[config.mk]
export PLATFORM = sky130hd
export DESIGN_NAME = pwm_multi
export DESIGN_NICKNAME = d
export VERILOG_FILES = /design/src/rtl/pwm_multi.sv
export SDC_FILE = /design/constraint.sdc
export NUM_CORES = 1
export LEC_CHECK = 0
export CAP_MARGIN = 0
export CORE_ASPECT_RATIO = 1.75
export CORE_MARGIN = 2
export CORE_UTILIZATION = 45
export DETAILED_ROUTE_END_ITERATION = 8
export GPL_TIMING_DRIVEN = 0
export HOLD_SLACK_MARGIN = 0.08
export PLACE_DENSITY = 0.65
export SLEW_MARGIN = 15
export SYNTH_ARGS = -nofsm -noshare
export SYNTH_HDL_FRONTEND = slang
export SYNTH_SLANG_ARGS = --single-unit
[constraint.sdc]
create_clock -name clk -period 3.1 [get_ports clk]
set_clock_uncertainty 0.2 [all_clocks]
set_input_delay 0.93 -clock clk [delete_from_list [all_inputs] [get_ports clk]]
set_output_delay 0.93 -clock clk [all_outputs]
set_load 0.01 [all_outputs]
[src/rtl/pwm_multi.sv]
// Multi-channel double-buffered PWM generator: one shared edge/center-aligned
// counter, staged settings promoted to the active set only at period boundaries.
module pwm_multi #(
  parameter int unsigned nbits = 16,
  parameter int unsigned nch   = 4
) (
  input  logic                 clk,
  input  logic                 rst,
  input  logic                 en,
  input  logic [nbits-1:0]     period,
  input  logic                 mode,
  input  logic [nch*nbits-1:0] duty,
  input  logic                 load,
  output logic [nch-1:0]       out,
  output logic                 cycle_start,
  output logic                 pending
);

  typedef enum logic {UP = 1'b0, DOWN = 1'b1} dir_t;

  localparam logic [nbits-1:0] one = nbits'(1);

  logic [nbits-1:0]     stg_period, act_period;
  logic                 stg_mode, act_mode;
  logic [nch*nbits-1:0] stg_duty, act_duty;
  logic [nbits-1:0]     cnt;
  dir_t                 dir;
  logic                 running;

  logic                 center;
  logic                 boundary;
  logic                 apply;
  logic [nch-1:0]       cmp;

  always_comb begin
    center   = act_mode && (act_period != '0);
    boundary = 1'b0;
    // With P==1 in center mode the up-count peak is also the last cycle of the period.
    if (center)
      boundary = (cnt == one) && ((dir == DOWN) || (cnt == act_period));
    else
      boundary = (cnt == act_period);
    apply = pending && (!en || (running && boundary));
  end

  always_comb begin
    cmp = '0;
    for (int unsigned i = 0; i < nch; i++)
      cmp[i] = cnt < act_duty[i*nbits +: nbits];
  end

  always_ff @(posedge clk) begin
    if (!rst) begin
      stg_period  <= '0;
      stg_mode    <= 1'b0;
      stg_duty    <= '0;
      act_period  <= '0;
      act_mode    <= 1'b0;
      act_duty    <= '0;
      cnt         <= '0;
      dir         <= UP;
      running     <= 1'b0;
      out         <= '0;
      cycle_start <= 1'b0;
      pending     <= 1'b0;
    end else begin
      running <= en;

      if (apply) begin
        act_period <= stg_period;
        act_mode   <= stg_mode;
        act_duty   <= stg_duty;
      end

      if (load) begin
        stg_period <= period;
        stg_mode   <= mode;
        stg_duty   <= duty;
        pending    <= 1'b1;
      end else if (apply) begin
        pending <= 1'b0;
      end

      if (!en) begin
        cnt         <= '0;
        dir         <= UP;
        out         <= '0;
        cycle_start <= 1'b0;
      end else if (!running || boundary) begin
        // First enabled cycle restarts like a boundary but has no valid compare yet.
        cnt         <= '0;
        dir         <= UP;
        cycle_start <= 1'b1;
        out         <= running ? cmp : '0;
      end else begin
        cycle_start <= 1'b0;
        out         <= cmp;
        if (center) begin
          if (dir == UP) begin
            if (cnt == act_period) begin
              dir <= DOWN;
              cnt <= cnt - one;
            end else begin
              cnt <= cnt + one;
            end
          end else begin
            cnt <= cnt - one;
          end
        end else begin
          cnt <= cnt + one;
        end
      end
    end
  end

endmodule
Word-level counts from Yosys, hierarchy flattened
Cells that the tools add are included.

Memories kept: 0. Register bits: 186. Bits in latches: 0. Input bits: 85. Logic and storage cells: 46. Memory bits (read-only): 0. Output and inout port bits: 6. Memory bits (writable): 0.

Mux-type cells: 11. Reductions and logical operators: 13. Div/mod/pow operators: 0. Shifts and indexed selects: 0. Add/subtract/negate cells: 2. Multiply operators: 0. Equality and inequality tests: 2. Magnitude comparators: 4. Bitwise logic cells: 2.

Operators by type and width (number): $lt A16 B16 Y1 (4); $mux W16 (3); $add A16 B1 Y16 const B (1); $eq A16 B1 Y1 const B (1); $eq A16 B16 Y1 (1); $reduce_bool A16 Y1 (1); $sub A16 B1 Y16 const B (1); $mux W4 (2); $mux W1 (6); $logic_and A1 B1 Y1 (4); $logic_or A1 B1 Y1 (3); $reduce_or A3 Y1 (1); $logic_not A1 Y1 (2); $not A1 Y1 (2); $reduce_and A2 Y1 (1); $reduce_bool A2 Y1 (1).

Longest topological paths before layout
Depth in word-level cells: 9. Gate-level depth with buffers: 9. Mapped depth without buffers: 8.

Worst setup path after synthesis
Ideal clock, no wire load.

Kind: reg-to-reg. Start point: reg cnt[8]. End point: reg cnt[7]. Path buffers: 1. Required time: 2.780 ns. Period minus slack after synthesis: 2.383 ns. Path slack: 0.717 ns. Data arrival time: 2.064 ns. Cell stages (with the launch flop): 8. Setup time: 0.120 ns. Path through: dfxtp_1 > clkbuf_1 > xnor2_1 > nand4_1 > o41a_1 > or4_1 > a21oi_1 > nor3b_2.

Longest elaborated chain between the ends: 6. Elaborated cells between the ends (all ways): 10. Classes of those cells: eq/ne: 2; mux: 4; reduce/logical: 4.

RTL lines: start: declaration (line 26) `logic [nbits-1:0] cnt;`; start signal: assignment (line 102) `cnt <= cnt - one;`; start signal: assignment (line 104) `cnt <= cnt + one;`; start signal: assignment (line 107) `cnt <= cnt - one;`; $eq A16 B16 Y1 (line 40, 42, 100); $logic_or A1 B1 Y1 (line 40) `boundary = (cnt == one) && ((dir == DOWN) || (cnt == act_period));`; $logic_and A1 B1 Y1 (line 40); $mux W1 (line 39) `if (center)`; $logic_or A1 B1 Y1 (line 89) `end else if (!running || boundary) begin`; $reduce_or A3 Y1 (no source line).

Several ways; a longest one is shown, not always the timed one. A chain may end at the register's enable or synchronous reset.

Worst setup path in the final report
Start point: reg cnt[8]. End point: reg cnt[15].

Longest elaborated chain between the ends: 6. Elaborated cells between the ends (all ways): 12. Classes of those cells: add/sub: 2; eq/ne: 2; mux: 4; reduce/logical: 4.

RTL lines: parallel branches: the longest is 6 deep, another holds $add A16 B1 Y16.

Parallel ways; which one is timed is not known.

==> results.toml <==
[timing]
hold_ws_ns = 0.255
setup_slack_ns = 0.138
setup_viol = 0
slew_viol_final = 0
final.min_clock_period_ns = 2.96
post-route-period-util_pct = 95.6
slew_headroom_pct = 37.1
max_freq_mhz = 338
rsz0062_at_grt = "false"
worstMarginPinSlew_ns = 0.943
final_hold_viol_count = 0

[power]
power.internal_uw = 3970
p_leak_uw = 0.00437
swShare_pct = 24.9
vdd_drop_max_v = 0.000330
clock_power_share_pct = 40.8
power_frac_comb_pct = 11.2
power.density_nw_per_um2 = 477
p_sw_uw = 1320
pwr-share-seq_pct = 48.0

[drt]
drt-pass1-iter-count = 4
vias = 7114
wirelength_um = 22000
post-route-drc-count = 0
drt-wirelength-per-cell_um = 16.0
final_antenna_net_count = 0
via_per_inst = 5.17
drt-initial-drc-count = 247

[global_route]
grt_max_degree = 17
grtUsageTotal_pct = 20.8
antenna_found_initial = 0
gr-total-overflow = 0
grt_pass1_vias = 7312
grt_pass1_wl_um = 36100

[min_path]
hp-start = "act_duty[49]$_SDFFE_PN0P_"
min_to = "act_duty[49]$_SDFFE_PN0P_"
hold_path_depth = 2
hp-class = "flip-flop to flip-flop"

[critical_path]
reg2reg_depth = 8
worstPathRequired_ns = 3.27
cp_cell_sequence = "clkbuf_2 -> xnor2_1 -> nand4_1 -> o41a_1 -> buf_2 -> o21ai_0 -> a21oi_1 -> nor3b_2"
slowest_stage = "dfxtp_1"
regToRegStartpoint = "cnt[8]$_SDFF_PP0_"
path_buf_inv = 2
path_class = "flip-flop to flip-flop"
arrival_ns = 3.13
r2r_slack_ns = 0.14
startpoint_type = "flip-flop"
cp_max_fo = 10
max_stage_delay_ns = 0.64
cp-end-kind = "flip-flop"
path_delay_family = "compound AO/OA/AOI/OAI gates"
rr_endpoint = "cnt[15]$_SDFF_PP0_"

[die]
rows = 69
coreArea_um2 = 20300
io_pins = 91
initial_core_util_pct = 45.7
die_h_um = 194
die_x_um = 113
dieArea_um2 = 21800

[layout]
multi_input_area_um2 = 5010
fillCellCount = 1904
seq_area_um2 = 3720
nets = 1263
final_cell_mix = "185 x dfxtp_1, 173 x nand2_1, 162 x mux2i_1"
final_area_um2 = 11100
areaGrowthSynthToFinish_pct = 19.4
drive_above_1_share_pct = 5.23
layout_commonest_cell = "dfxtp_1"
n_antenna_cell = 0

[run]
maxCapViolCount = 0

[place]
portBuffers = 89
hpwl_um = 16100
gp_congestion = 0.936
place_ws_ns = -0.852
place_area_um2 = 10500

[logic_synthesis]
synthCells = 1007
synth-edff-count = 0
syn_area_um2 = 9280
ys_seq_area_share_pct = 40.1
ys_async_sr_fraction_pct = 0
synth_nets = 1155
yosys_warnings = 0
synth_seq_cells = 186
synth_ff_type = "dfxtp_1"
ys_types = 47
syn_avg_cell_area_um2 = 9.21

[status]
status = "complete, no violations"

[cts]
cts_buffers = 17
clkLatencyLatePin_ns = 0.44
clock-root-buffer = "clkbuf_16"
cts_buffer_depth = 2
cts_tree = "built"
htree_levels = 4
cts_setup_buffers = 0
cts.clk_slew.worst_paths_ns = 0.07
cts_sinks = 186
==> Yosys cell counts, drive strengths merged, types with 16 or more instances <==
| library cell | instances | area, um2 |
|---|---|---|
| nand3 | 23 | 115 |
| inv | 70 | 263 |
| ha | 63 | 788 |
| clkbuf | 32 | 120 |
| nor2b | 81 | 507 |
| nor3 | 25 | 125 |
| xnor2 | 17 | 156 |
| nand2 | 173 | 649 |
| a21o | 16 | 120 |
| buf | 25 | 173 |
| mux2i | 162 | 1620 |
| dfxtp | 186 | 3720 |
| a21oi | 22 | 110 |
==> power groups by stage <==
stage | Sequential, uW | Combinational, uW | Clock, uW
2_1_floorplan | 2570 | 381 | 0
3_3_place_gp | 2590 | 589 | 0
3_5_place_dp | 2590 | 595 | 0
4_1_cts | 2530 | 599 | 2200
5_1_grt | 2550 | 654 | 2300
6_report | 2530 | 594 | 2160
==> worst register-to-register path, delay by kind of cell, from the launching register on <==
family / cells / cell delay, ns
AO/OA/AOI/OAI: 3 / 0.95
AND/OR/NAND/NOR: 2 / 0.40
flip-flops: 1 / 0.64
XOR/XNOR: 1 / 0.14
buffers and inverters: 2 / 0.56
==> state kept, by name (all words and copies together), names as in the netlist <==
name,count
act_mode,1
stg_mode,1
act_period,16
cnt,16
cycle_start,1
out,4
stg_duty,64
running,1
pending,1
dir,1
act_duty,64
stg_period,16
==> worst max-delay path by stage <==
stage,start,cells past startpoint,slack (ns),end
after CTS,cnt[8]$_SDFF_PP0_,8,0.04,cnt[2]$_SDFF_PP0_
after global placement,rst,6,-0.78,act_duty[58]$_SDFFE_PN0P_
after global routing,cnt[10]$_SDFF_PP0_,8,0.007,act_duty[55]$_SDFFE_PN0P_
final,cnt[8]$_SDFF_PP0_,8,0.14,cnt[15]$_SDFF_PP0_
after detailed placement,rst,6,-0.85,act_duty[58]$_SDFFE_PN0P_
after floorplan,cnt[8]$_SDFF_PP0_,7,0.72,cnt[7]$_SDFF_PP0_
==> routing by layer <==
layer  up-vias  wire length (um)  track usage [%]
li1       3637                 -                -
met1      3267              9340             24.3
met2       164             11100             36.6
met3        46               779             3.59
met4         0               771             9.62
met5         -                 0                0
==> metrics by stage <==
step	power, uW	utilization (%)	std cells	setup TNS (ns)
after floorplan	2950	-	1007	0
after global placement	3180	51.7	1344	-49.70
after detailed placement	3180	51.7	1344	-50.53
after CTS	5340	54.5	1376	0
after global routing	5500	54.6	1376	0
final	5290	54.6	1376	0
==> repair_timing <==
action | 4_1_cts | 5_1_grt
setup endpoints to repair | 83 | 90
pin swaps | 0 | 0
gates resized for setup | 2 | 8
hold buffers | 0 | 0
==> kinds of logic (layout without fill, tap and decap cells) <==
group	after synthesis	in the layout	share of synthesized area (%)
AND/OR/NAND/NOR	360	360	19.2
flip-flops	186	186	40.1
multiplexers	162	162	17.5
buffers and inverters	127	248	5.99
AO/OA/AOI/OAI	92	92	7.01
adder cells (fa/ha/maj)	63	63	8.50
XOR/XNOR	17	17	1.69
==> layout make-up <==
| cell class | count | share of cell area, % |
|---|---|---|
| Clock inverter | 11 | 1.03 |
| Clock buffer | 21 | 4.25 |
| Timing Repair Buffer | 89 | 8.04 |
| Buffer | 57 | 2.70 |
| Tap cell | 248 | 2.80 |
| Multi-Input combinational cell | 694 | 45.2 |
| Sequential cell | 186 | 33.6 |
| Inverter | 70 | 2.37 |
Power figures use the tool's default switching activity.
